`src/rtl/alu_exec_unit.sv`:
```
// ---------------------------------------------------------------------------
// alu_exec_unit
//   Single-issue ALU execution unit with a valid/ready handshake on both
//   sides. Single-cycle ops (ADD/SUB/AND/OR/SLT/NOR and illegal requests)
//   produce a result one cycle after accept. MUL runs an iterative
//   shift-add multiply, one bit per cycle, for WIDTH cycles.
//
//   Parameters
//     WIDTH   operand/result width (4..64)
//     MUL_EN  nonzero enables MUL (funct 011000); zero makes it illegal
//
//   Ports
//     clk, rst            clock, synchronous active-high reset
//     in_valid/in_ready   request handshake
//     alu_op, funct, a, b request: decoder class, R-type funct, operands
//     out_valid/out_ready response handshake
//     result, zero        registered result and its zero flag
//     alu_ctrl, illegal   decoded control code of the held result, and
//                         whether the request was illegal
//     busy                high while the multiply is iterating
// ---------------------------------------------------------------------------
module alu_exec_unit #(
  parameter int WIDTH  = 32,
  parameter int MUL_EN = 1
) (
  input  logic             clk,
  input  logic             rst,
  input  logic             in_valid,
  output logic             in_ready,
  input  logic [1:0]       alu_op,
  input  logic [5:0]       funct,
  input  logic [WIDTH-1:0] a,
  input  logic [WIDTH-1:0] b,
  output logic             out_valid,
  input  logic             out_ready,
  output logic [WIDTH-1:0] result,
  output logic             zero,
  output logic [3:0]       alu_ctrl,
  output logic             illegal,
  output logic             busy
);

  localparam int CNT_W = $clog2(WIDTH + 1);

  localparam logic [3:0] CTRL_AND = 4'b0000;
  localparam logic [3:0] CTRL_OR  = 4'b0001;
  localparam logic [3:0] CTRL_ADD = 4'b0010;
  localparam logic [3:0] CTRL_SUB = 4'b0110;
  localparam logic [3:0] CTRL_SLT = 4'b0111;
  localparam logic [3:0] CTRL_MUL = 4'b1000;
  localparam logic [3:0] CTRL_NOR = 4'b1100;
  localparam logic [3:0] CTRL_ILL = 4'b1111;

  typedef enum logic [1:0] {ST_IDLE, ST_MUL, ST_HOLD} state_t;

  state_t           state;
  logic [CNT_W-1:0] cnt;
  logic [WIDTH-1:0] mcand;
  logic [WIDTH-1:0] mplier;
  logic [WIDTH-1:0] acc;
  logic [WIDTH-1:0] acc_next;
  logic [3:0]       dec_ctrl;
  logic [WIDTH-1:0] op_res;
  logic             accept;

  // Every (alu_op, funct) pair maps to a defined code; unknown ones are illegal.
  function automatic logic [3:0] decode(input logic [1:0] op, input logic [5:0] fn);
    logic [3:0] c;
    c = CTRL_ILL;
    case (op)
      2'b00: c = CTRL_ADD;
      2'b01: c = CTRL_SUB;
      2'b10: begin
        case (fn)
          6'b100000: c = CTRL_ADD;
          6'b100010: c = CTRL_SUB;
          6'b100100: c = CTRL_AND;
          6'b100101: c = CTRL_OR;
          6'b101010: c = CTRL_SLT;
          6'b100111: c = CTRL_NOR;
          6'b011000: c = (MUL_EN != 0) ? CTRL_MUL : CTRL_ILL;
          default:   c = CTRL_ILL;
        endcase
      end
      default: c = CTRL_ILL;
    endcase
    return c;
  endfunction

  // Single-cycle datapath; MUL and illegal codes yield zero here.
  function automatic logic [WIDTH-1:0] compute(input logic [3:0] ctrl,
                                               input logic [WIDTH-1:0] x,
                                               input logic [WIDTH-1:0] y);
    logic [WIDTH-1:0] r;
    r = '0;
    case (ctrl)
      CTRL_ADD: r = x + y;
      CTRL_SUB: r = x - y;
      CTRL_AND: r = x & y;
      CTRL_OR:  r = x | y;
      CTRL_NOR: r = ~(x | y);
      CTRL_SLT: r = {{(WIDTH-1){1'b0}}, ($signed(x) < $signed(y))};
      default:  r = '0;
    endcase
    return r;
  endfunction

  assign in_ready = (state == ST_IDLE) || ((state == ST_HOLD) && out_ready);
  assign accept   = in_valid && in_ready;

  always_comb begin
    dec_ctrl = decode(alu_op, funct);
    op_res   = compute(dec_ctrl, a, b);
    acc_next = acc + (mplier[0] ? mcand : '0);
  end

  // Multiply working registers carry no reset: a reset abandons any
  // partial product and they are reloaded on the next MUL accept.
  always_ff @(posedge clk) begin
    if (accept && (dec_ctrl == CTRL_MUL)) begin
      mcand  <= a;
      mplier <= b;
      acc    <= '0;
    end else if (state == ST_MUL) begin
      mcand  <= mcand << 1;
      mplier <= mplier >> 1;
      acc    <= acc_next;
    end
  end

  always_ff @(posedge clk) begin
    if (rst) begin
      state     <= ST_IDLE;
      out_valid <= 1'b0;
      busy      <= 1'b0;
      result    <= '0;
      zero      <= 1'b0;
      alu_ctrl  <= 4'b0000;
      illegal   <= 1'b0;
      cnt       <= '0;
    end else begin
      case (state)
        ST_IDLE, ST_HOLD: begin
          if (accept) begin
            if (dec_ctrl == CTRL_MUL) begin
              state     <= ST_MUL;
              busy      <= 1'b1;
              out_valid <= 1'b0;
              cnt       <= CNT_W'(WIDTH);
            end else begin
              state     <= ST_HOLD;
              out_valid <= 1'b1;
              result    <= op_res;
              zero      <= (op_res == '0);
              alu_ctrl  <= dec_ctrl;
              illegal   <= (dec_ctrl == CTRL_ILL);
            end
          end else if ((state == ST_HOLD) && out_ready) begin
            state     <= ST_IDLE;
            out_valid <= 1'b0;
          end
        end
        ST_MUL: begin
          cnt <= cnt - CNT_W'(1);
          // Last shift-add step: publish the completed low product.
          if (cnt == CNT_W'(1)) begin
            state     <= ST_HOLD;
            busy      <= 1'b0;
            out_valid <= 1'b1;
            result    <= acc_next;
            zero      <= (acc_next == '0);
            alu_ctrl  <= CTRL_MUL;
            illegal   <= 1'b0;
          end
        end
        default: begin
          state     <= ST_IDLE;
          out_valid <= 1'b0;
          busy      <= 1'b0;
        end
      endcase
    end
  end

endmodule
```
`config.mk`:
```
export PLATFORM = sky130hd
export DESIGN_NAME = alu_exec_unit
export DESIGN_NICKNAME = d
export VERILOG_FILES = /design/src/rtl/alu_exec_unit.sv
export SDC_FILE = /design/constraint.sdc
export NUM_CORES = 1
export LEC_CHECK = 0
export CAP_MARGIN = 20
export CORE_AREA = 2 2 215 217
export DETAILED_ROUTE_END_ITERATION = 6
export DIE_AREA = 0 0 217 219
export GPL_TIMING_DRIVEN = 0
export PLACE_DENSITY = 0.44
export SLEW_MARGIN = 20
export SYNTH_ARGS = -nofsm -noshare
export SYNTH_HDL_FRONTEND = slang
export SYNTH_SLANG_ARGS = --single-unit
```
`constraint.sdc`:
```
create_clock -name clk -period 3.7 [get_ports clk]
set_input_delay 0.74 -clock clk [delete_from_list [all_inputs] [get_ports clk]]
set_output_delay 0.74 -clock clk [all_outputs]
set_load 0.01 [all_outputs]
```
==> results of run 1 <==
==> placed cells by master (no fill, tap or decap), types with 9 or more instances in the layout <==
cell type / n
sky130_fd_sc_hd__a21oi_1: 130
sky130_fd_sc_hd__ha_4: 28
sky130_fd_sc_hd__inv_1: 71
sky130_fd_sc_hd__o21ai_0: 109
sky130_fd_sc_hd__clkdlybuf4s50_1: 77
sky130_fd_sc_hd__o21ai_1: 14
sky130_fd_sc_hd__and2_1: 35
sky130_fd_sc_hd__clkbuf_2: 24
sky130_fd_sc_hd__edfxtp_1: 64
sky130_fd_sc_hd__nand3_1: 28
sky130_fd_sc_hd__dlygate4sd2_1: 9
sky130_fd_sc_hd__clkbuf_1: 47
sky130_fd_sc_hd__and3_1: 11
sky130_fd_sc_hd__o211ai_1: 21
sky130_fd_sc_hd__a221o_1: 10
sky130_fd_sc_hd__xnor2_1: 22
sky130_fd_sc_hd__o21a_1: 19
sky130_fd_sc_hd__a211oi_1: 13
sky130_fd_sc_hd__nor2b_1: 16
sky130_fd_sc_hd__o31a_1: 9
sky130_fd_sc_hd__buf_4: 88
sky130_fd_sc_hd__nand2_1: 214
sky130_fd_sc_hd__buf_6: 11
sky130_fd_sc_hd__clkbuf_16: 17
sky130_fd_sc_hd__dfxtp_1: 79
sky130_fd_sc_hd__inv_2: 38
sky130_fd_sc_hd__nor2_1: 158
sky130_fd_sc_hd__a31oi_1: 16
sky130_fd_sc_hd__a21o_1: 24
sky130_fd_sc_hd__nand4_1: 16
sky130_fd_sc_hd__a221oi_1: 16
sky130_fd_sc_hd__nand2b_1: 20
sky130_fd_sc_hd__nor3_1: 27
sky130_fd_sc_hd__ha_1: 95
sky130_fd_sc_hd__o21bai_1: 9
sky130_fd_sc_hd__a311oi_1: 19
sky130_fd_sc_hd__a21oi_2: 21
==> cell type report <==
cell class	instances	area, µm²
fill	4787	27200
multi-input combinational	1394	10400
sequential	143	3500
timing repair buffer	199	1750
tap	600	751
buffer	89	494
clock buffer	19	433
inverter	111	419
clock inverter	13	104
==> flip-flops by register name, indices dropped and copies added, names as in the netlist, 4 cells and up <==
signal,cells
acc,32
mcand,32
mplier,32
result,32
cnt,6
alu_ctrl,4
==> timing repair <==
item | in CTS | in global routing
pin swaps | 55 | 76
gates cloned | 0 | 1
setup endpoints to repair | 32 | 20
gates resized for setup | 276 | 166
buffers inserted | 34 | 51
==> cells by family after synthesis <==
family | synth area share, %
xor+xnor | 2.10
simple gates | 22.4
compound gates | 29.8
buf+inv | 6.14
fa+ha+maj | 12.6
flops | 26.2
mux | 0.767
==> worst max-delay path: cells and delay by family <==
family / cells / cell delay, ns
simple gates: 4 / 0.74
fa+ha+maj: 1 / 0.34
buf+inv: 2 / 0.64
mux: 1 / 0.17
compound gates: 6 / 1.54
==> report_power, final <==
part           total [mW]  switching, mW  internal [mW]
Sequential           1.78         0.0587           1.72
Combinational        2.29           1.35          0.941
Clock                1.71          0.839          0.869
Total                5.78           2.25           3.53
==> through the flow <==
| step | instances | setup WS (ns) | setup TNS [ns] | hold slack, ns |
|---|---|---|---|---|
| final | 2568 | -0.0741 | -0.0837 | 0.454 |
| after global placement | 2461 | -1.83 | -97.91 | 0.441 |
| after detailed placement | 2463 | -1.84 | -51.80 | 0.448 |
| after global routing | 2568 | -0.323 | -0.809 | 0.473 |
| after floorplan | 1750 | 0.0235 | 0 | 0.440 |
| after CTS | 2519 | -0.127 | -0.127 | 0.457 |
==> worst min path at each step <==
stage                            startpoint                       to  slack (ns)  cells after the start
detailed placement  result[19]$_SDFFE_PP0P_  result[19]$_SDFFE_PP0P_        0.45                      2
CTS                 result[19]$_SDFFE_PP0P_  result[19]$_SDFFE_PP0P_        0.46                      2
global placement     result[1]$_SDFFE_PP0P_   result[1]$_SDFFE_PP0P_        0.44                      2
floorplan               acc[0]$_SDFFE_PP0P_      acc[0]$_SDFFE_PP0P_        0.44                      2
global route        result[23]$_SDFFE_PP0P_  result[23]$_SDFFE_PP0P_        0.47                      2
finish              result[19]$_SDFFE_PP0P_  result[19]$_SDFFE_PP0P_        0.45                      2
==> routing by layer <==
metal	wire (µm)	share of wire, %	vias up	global-route usage [%]
li1	-	-	6832	-
met1	27800	45	7089	34.2
met2	28200	46	568	41.6
met3	3690	6.0	97	3.63
met4	1650	2.7	2	8.95
met5	13	0.021	-	0
==> report_table.html, run 1 <==
<table>
<tr><th>Metric</th><th>Value</th></tr>
<tr><th colspan="2">Outcome</th></tr>
<tr><td>Run status</td><td>finished, violations left</td></tr>
<tr><td>Violated checks</td><td>negative setup slack</td></tr>
<tr><th colspan="2">Flow run</th></tr>
<tr><td>Max cap viols</td><td>0</td></tr>
<tr><th colspan="2">Timing</th></tr>
<tr><td>Worst-Margin Slew</td><td>0.859 ns</td></tr>
<tr><td>Min Tclk post-route</td><td>3.77 ns</td></tr>
<tr><td>Count of endpoints failing hold in the final timing report</td><td>0</td></tr>
<tr><td>Headroom to the max-slew limit</td><td>42.5%</td></tr>
<tr><td>Clock tree skew after final layout</td><td>0.0168 ns</td></tr>
<tr><td>RSZ-0062 raised after global routing</td><td>yes</td></tr>
<tr><td>Least setup slack across all paths after layout</td><td>-0.0741 ns</td></tr>
<tr><td>Final Max Tran Viols</td><td>0</td></tr>
<tr><td>Top achievable clock speed</td><td>265 MHz</td></tr>
<tr><td>Share of the clock period used by the worst path after layout</td><td>102%</td></tr>
<tr><td>Final number of setup-violating endpoints</td><td>2</td></tr>
<tr><th colspan="2">Worst setup path</th></tr>
<tr><td>Crit path DAT</td><td>4.18 ns</td></tr>
<tr><td>Setup slack on the worst flop-to-flop path</td><td>-0.05 ns</td></tr>
<tr><td>Path depth of the worst reg2reg path</td><td>14</td></tr>
<tr><td>Critical Path, Cell by Cell</td><td>clkdlybuf4s50_1 -&gt; inv_2 -&gt; ha_4 -&gt; nor2b_1 -&gt; o311a_1 -&gt; o21ai_1 -&gt; o221ai_1 -&gt; a21oi_2 -&gt; mux2i_1 -&gt; a2111oi_4 -&gt; nand4_1 -&gt; nor4_4 -&gt; nand4_1 -&gt; o31ai_2</td></tr>
<tr><td>Kind of critical path</td><td>in2reg</td></tr>
<tr><td>Required time at the worst-slack endpoint</td><td>4.11 ns</td></tr>
<tr><td>Slowest cell delay on critical path</td><td>0.54 ns</td></tr>
<tr><td>Reg2reg end</td><td>zero$_SDFFE_PP0P_</td></tr>
<tr><td>Worst Setup SP</td><td>a[16]</td></tr>
<tr><td>CP max-delay cell</td><td>sky130_fd_sc_hd__clkdlybuf4s50_1</td></tr>
<tr><td>Most common cell type on the critical path</td><td>sky130_fd_sc_hd__nand4_1</td></tr>
<tr><td>Worst setup endpoint</td><td>zero$_SDFFE_PP0P_</td></tr>
<tr><td>Critical R2R Launch</td><td>mplier[0]$_DFFE_PP_</td></tr>
<tr><td>Maximum fanout count along the critical path</td><td>8</td></tr>
<tr><td>Critical Path Sink Type</td><td>flop</td></tr>
<tr><td>Startpoint type of the worst setup path</td><td>input pin</td></tr>
<tr><th colspan="2">Floorplanning</th></tr>
<tr><td>Placeable core region</td><td>45100 µm²</td></tr>
<tr><td>Placement Rows</td><td>78</td></tr>
<tr><td>Die X</td><td>217 µm</td></tr>
<tr><td>Number of top-level pins</td><td>117</td></tr>
<tr><td>Die outline area</td><td>47500 µm²</td></tr>
<tr><td>Starting utilization of the core area</td><td>29.7%</td></tr>
<tr><td>Die Ht</td><td>219 µm</td></tr>
<tr><th colspan="2">Synth</th></tr>
<tr><td>Synth top area cells</td><td>sky130_fd_sc_hd__edfxtp_1 14%, sky130_fd_sc_hd__ha_1 12%, sky130_fd_sc_hd__dfxtp_1 12%</td></tr>
<tr><td>Count leader, synth</td><td>sky130_fd_sc_hd__nand2_1</td></tr>
<tr><td>Sequential fraction of the synthesis area</td><td>26.2%</td></tr>
<tr><td>Portion of synthesized cell area occupied by the leading cell type</td><td>14.4%</td></tr>
<tr><td>Number of enable flip-flop cells after synthesis</td><td>64</td></tr>
<tr><td>Number of distinct standard cells referenced by the synthesized netlist</td><td>92</td></tr>
<tr><td>Syn Nets</td><td>1959</td></tr>
<tr><td>Commonest register cell after synthesis</td><td>sky130_fd_sc_hd__dfxtp_1</td></tr>
<tr><td>Register bit total from synthesis</td><td>143</td></tr>
<tr><td>Mapped Area</td><td>13400 µm²</td></tr>
<tr><td>Post-Syn Instances</td><td>1750</td></tr>
<tr><td>Count of warnings emitted by yosys</td><td>0</td></tr>
<tr><td>Share of synthesized registers carrying an async set or reset</td><td>0%</td></tr>
<tr><td>Post-synthesis area per instance</td><td>7.64 µm²</td></tr>
<tr><td>Most frequent cells after synthesis</td><td>219 x sky130_fd_sc_hd__nand2_1, 162 x sky130_fd_sc_hd__nor2_1, 155 x sky130_fd_sc_hd__a21oi_1, 130 x sky130_fd_sc_hd__ha_1, 123 x sky130_fd_sc_hd__o21ai_0</td></tr>
<tr><td>Biggest area consumer among synthesized cells</td><td>sky130_fd_sc_hd__edfxtp_1</td></tr>
<tr><th colspan="2">CTS</th></tr>
<tr><td>Clock tree from TritonCTS</td><td>yes</td></tr>
<tr><td>Number of buffers inserted during clock tree synthesis</td><td>17</td></tr>
<tr><td>Clock latency on the worst-skew pair</td><td>0.50 ns</td></tr>
<tr><td>Clock input transition at the sequential cells of the worst setup and hold paths</td><td>0.07 ns</td></tr>
<tr><td>Largest buffer count on any clock path</td><td>2</td></tr>
<tr><td>Maximum level of the CTS H-tree</td><td>4</td></tr>
<tr><td>Post-CTS Hold Fix Bufs</td><td>0</td></tr>
<tr><td>Sink Count</td><td>143</td></tr>
<tr><td>Cell at the root of the clock tree</td><td>sky130_fd_sc_hd__clkbuf_16</td></tr>
<tr><th colspan="2">Power and ir drop</th></tr>
<tr><td>Power density relative to cell area</td><td>324 nW/µm²</td></tr>
<tr><td>Total Power Consumption</td><td>5.78 mW</td></tr>
<tr><td>Leak Pwr</td><td>7.20 nW</td></tr>
<tr><td>Worst supply voltage drop on vdd</td><td>0.000259 V</td></tr>
<tr><th colspan="2">Placed design</th></tr>
<tr><td>Cell area reported after detailed placement</td><td>15300 µm²</td></tr>
<tr><td>Post-detail-place hpwl</td><td>47300 µm</td></tr>
<tr><td>Final GP Congestion</td><td>0.923</td></tr>
<tr><td>Number of port buffers</td><td>111</td></tr>
<tr><th colspan="2">Global route</th></tr>
<tr><td>GRT Total Usage</td><td>25.5%</td></tr>
<tr><td>Initial antenna violation count</td><td>3</td></tr>
<tr><td>Overflow left after global routing</td><td>0</td></tr>
<tr><td>First-pass GRT wire length</td><td>90200 µm</td></tr>
<tr><td>Via count of the first global-routing pass</td><td>14.0k</td></tr>
<tr><td>Pin count of the biggest net entering global routing</td><td>44</td></tr>
<tr><th colspan="2">Finish</th></tr>
<tr><td>NumNets Final</td><td>2164</td></tr>
<tr><td>P&amp;R area growth vs syn</td><td>33.7%</td></tr>
<tr><td>Final Cell Area</td><td>17900 µm²</td></tr>
<tr><td>Share of cells above drive strength 1</td><td>21.5%</td></tr>
<tr><td>Core Util, Final</td><td>39.6%</td></tr>
<tr><td>Antenna Diode Count</td><td>0</td></tr>
<tr><th colspan="2">Detailed routing</th></tr>
<tr><td>Violation count after the first detailed-route iteration</td><td>1254</td></tr>
<tr><td>Detailed-route vias per instance</td><td>5.68</td></tr>
<tr><td>Avg WL per Cell</td><td>23.9 µm</td></tr>
<tr><td>First drt pass iteration count</td><td>6</td></tr>
<tr><td>Number of nets with antenna violations after detailed routing</td><td>0</td></tr>
<tr><td>Remaining routing DRC violations</td><td>0</td></tr>
<tr><td>Detailed-route wire length</td><td>61300 µm</td></tr>
<tr><td>Via count</td><td>14.6k</td></tr>
<tr><th colspan="2">Min path</th></tr>
<tr><td>Worst Hold Class</td><td>reg2reg</td></tr>
</table>
Note: power is estimated with default switching activity, not from simulation.
==> run 2: changes to the inputs <==
Settings changed: GPL_TIMING_DRIVEN 0 to default.
==> run 2 against run 1 <==
Against the previous run: first-iteration DRC count fell by 19%; critical path depth up 4; non-clock buffer count grew 312; worst hold slack better by 0.0013 ns; cell area is 14% higher; the flow now finishes without violations; register-to-register slack improved by 0.14 ns; clock-buffer cell count shrank 2.
==> report_table.html, run 2 (synthesis gave the netlist of run 1 again) <==
<table>
<tr><th>Metric</th><th>Value</th></tr>
<tr><th colspan="2">Worst setup path</th></tr>
<tr><td>Startpoint type of the worst setup path</td><td>input pin</td></tr>
<tr><td>Critical Path, Cell by Cell</td><td>clkdlybuf4s50_1 -&gt; inv_1 -&gt; ha_4 -&gt; buf_4 -&gt; inv_1 -&gt; a221o_1 -&gt; a21oi_4 -&gt; o21ai_2 -&gt; a221oi_2 -&gt; o21ai_2 -&gt; buf_4 -&gt; buf_4 -&gt; buf_4 -&gt; buf_4 -&gt; buf_4 -&gt; buf_4 -&gt; o211ai_1 -&gt; a21oi_1</td></tr>
<tr><td>Required time at the worst-slack endpoint</td><td>4.05 ns</td></tr>
<tr><td>Most common cell type on the critical path</td><td>sky130_fd_sc_hd__buf_4</td></tr>
<tr><td>Crit path DAT</td><td>4.00 ns</td></tr>
<tr><td>Kind of critical path</td><td>in2reg</td></tr>
<tr><td>Path depth of the worst reg2reg path</td><td>14</td></tr>
<tr><td>Slowest cell delay on critical path</td><td>0.48 ns</td></tr>
<tr><td>Maximum fanout count along the critical path</td><td>5</td></tr>
<tr><td>Critical Path Sink Type</td><td>flop</td></tr>
<tr><td>CP max-delay cell</td><td>sky130_fd_sc_hd__clkdlybuf4s50_1</td></tr>
<tr><th colspan="2">Timing</th></tr>
<tr><td>Clock tree skew after final layout</td><td>0.0185 ns</td></tr>
<tr><td>Headroom to the max-slew limit</td><td>48.2%</td></tr>
<tr><td>Final number of setup-violating endpoints</td><td>0</td></tr>
<tr><td>Final Max Tran Viols</td><td>0</td></tr>
<tr><td>Count of endpoints failing hold in the final timing report</td><td>0</td></tr>
<tr><td>Share of the clock period used by the worst path after layout</td><td>98.5%</td></tr>
<tr><td>Top achievable clock speed</td><td>274 MHz</td></tr>
<tr><td>Worst-Margin Slew</td><td>0.777 ns</td></tr>
<tr><td>Total Negative Setup Slacks</td><td>0 ns</td></tr>
<tr><td>Min Tclk post-route</td><td>3.64 ns</td></tr>
<tr><td>RSZ-0062 raised after global routing</td><td>yes</td></tr>
<tr><th colspan="2">Min path</th></tr>
<tr><td>Worst hold path cell count</td><td>2</td></tr>
<tr><td>Worst Hold Class</td><td>reg2reg</td></tr>
<tr><th colspan="2">Floorplanning</th></tr>
<tr><td>Die outline area</td><td>47500 µm²</td></tr>
<tr><td>Die X</td><td>217 µm</td></tr>
<tr><td>Die Ht</td><td>219 µm</td></tr>
<tr><td>Starting utilization of the core area</td><td>29.7%</td></tr>
<tr><td>Placement Rows</td><td>78</td></tr>
<tr><td>Number of top-level pins</td><td>117</td></tr>
<tr><td>Placeable core region</td><td>45100 µm²</td></tr>
<tr><th colspan="2">Finish</th></tr>
<tr><td>NumNets Final</td><td>2476</td></tr>
<tr><td>P&amp;R area growth vs syn</td><td>52.8%</td></tr>
<tr><td>Core Util, Final</td><td>45.3%</td></tr>
<tr><td>Most frequent standard cell in the layout excluding fill and tap cells</td><td>sky130_fd_sc_hd__buf_4</td></tr>
<tr><td>Share of cells above drive strength 1</td><td>33.1%</td></tr>
<tr><td># fillers</td><td>4641</td></tr>
<tr><td>Antenna Diode Count</td><td>0</td></tr>
<tr><td>Post-route insts no fill</td><td>2880</td></tr>
<tr><td>Leading cell types in the layout, fill and taps excluded</td><td>461 x sky130_fd_sc_hd__buf_4, 214 x sky130_fd_sc_hd__nand2_1, 159 x sky130_fd_sc_hd__nor2_1</td></tr>
<tr><th colspan="2">CTS</th></tr>
<tr><td>Clock latency on the worst-skew pair</td><td>0.51 ns</td></tr>
<tr><td>Clock tree from TritonCTS</td><td>yes</td></tr>
<tr><td>Clock input transition at the sequential cells of the worst setup and hold paths</td><td>0.07 ns</td></tr>
<tr><td>Number of buffers inserted during clock tree synthesis</td><td>17</td></tr>
<tr><td>Largest buffer count on any clock path</td><td>2</td></tr>
<tr><td>Cell at the root of the clock tree</td><td>sky130_fd_sc_hd__clkbuf_16</td></tr>
<tr><td>Post-CTS Hold Fix Bufs</td><td>0</td></tr>
<tr><td>Sink Count</td><td>143</td></tr>
<tr><td>Maximum level of the CTS H-tree</td><td>4</td></tr>
<tr><th colspan="2">Detailed routing</th></tr>
<tr><td>Remaining routing DRC violations</td><td>0</td></tr>
<tr><td>Detailed-route vias per instance</td><td>5.29</td></tr>
<tr><td>Avg WL per Cell</td><td>20.4 µm</td></tr>
<tr><td>Violation count after the first detailed-route iteration</td><td>1012</td></tr>
<tr><td>First drt pass iteration count</td><td>5</td></tr>
<tr><td>Number of nets with antenna violations after detailed routing</td><td>0</td></tr>
<tr><td>Via count</td><td>15.2k</td></tr>
<tr><td>Detailed-route wire length</td><td>58600 µm</td></tr>
<tr><th colspan="2">Global route</th></tr>
<tr><td>Overflow left after global routing</td><td>0</td></tr>
<tr><td>First-pass GRT wire length</td><td>88000 µm</td></tr>
<tr><td>Pin count of the biggest net entering global routing</td><td>133</td></tr>
<tr><td>GRT Total Usage</td><td>24.4%</td></tr>
<tr><td>Initial antenna violation count</td><td>0</td></tr>
<tr><td>Via count of the first global-routing pass</td><td>14.8k</td></tr>
<tr><th colspan="2">Placed design</th></tr>
<tr><td>Post-detail-place hpwl</td><td>46000 µm</td></tr>
<tr><td>Number of port buffers</td><td>116</td></tr>
<tr><td>Post-Place Cells</td><td>2810</td></tr>
<tr><td>Final GP Congestion</td><td>0.939</td></tr>
<tr><th colspan="2">Flow run</th></tr>
<tr><td>Max cap viols</td><td>0</td></tr>
<tr><th colspan="2">Power and ir drop</th></tr>
<tr><td>Leak Pwr</td><td>9.02 nW</td></tr>
<tr><td>Power density relative to cell area</td><td>302 nW/µm²</td></tr>
<tr><td>Worst supply voltage drop on vdd</td><td>0.000296 V</td></tr>
<tr><td>Total Power Consumption</td><td>6.17 mW</td></tr>
<tr><th colspan="2">Outcome</th></tr>
<tr><td>Run status</td><td>finished clean</td></tr>
</table>
## run 2: layer usage
metal	track usage, %	part of all wire, %
met5	0	0
met4	6.46	2.0
met3	4.31	5.7
met2	38.4	44
met1	34.3	48
## run 2: critical path, delay by kind of cell
kind / cells / cell delay [ns]
buf+inv: 10 / 1.47
compound gates: 7 / 1.47
fa+ha+maj: 1 / 0.31
## run 2: power by group
group          total (mW)  internal (mW)  switching (mW)  leakage, nW
clock network        1.77          0.878           0.893        0.275
registers            1.79           1.72          0.0623         1.23
logic                2.61           1.26            1.35         7.52
## run 2: area by class of cell
type / count / area [µm²] / area share [%]
flip-flops and latches: 143 / 3500 / 17.2
repair buffers: 600 / 4960 / 24.3
well taps: 600 / 751 / 3.68
clock buffers: 17 / 425 / 2.08
multi-input cells: 1394 / 10200 / 50.1
clock inverters: 15 / 124 / 0.606
inverters: 111 / 417 / 2.04
## run 2: repair_timing
action | CTS | global route
resized for setup | 112 | 196
pin swaps | 43 | 75
gates cloned | 0 | 0
setup buffers | 18 | 23
endpoints found under the setup margin | 17 | 17
## run 2: final timing paths
check | startpoint | endpoint | slack, ns
max | a[10] | result[15]$_SDFFE_PP0P_ | 0.06
min | result[23]$_SDFFE_PP0P_ | result[23]$_SDFFE_PP0P_ | 0.46
max reg2reg | mplier[0]$_DFFE_PP_ | zero$_SDFFE_PP0P_ | 0.09
min reg2reg | result[23]$_SDFFE_PP0P_ | result[23]$_SDFFE_PP0P_ | 0.46
## run 2: through the flow
stage / setup slack (ns) / instance area [µm²] / hold slack, ns
after floorplan: 0.0235 / 13400 / 0.440
after global placement: -1.02 / 18400 / 0.444
after detailed placement: -1.07 / 18400 / 0.447
after CTS: -0.0680 / 19500 / 0.458
after global routing: -0.0535 / 20400 / 0.478
final: 0.0563 / 20400 / 0.456
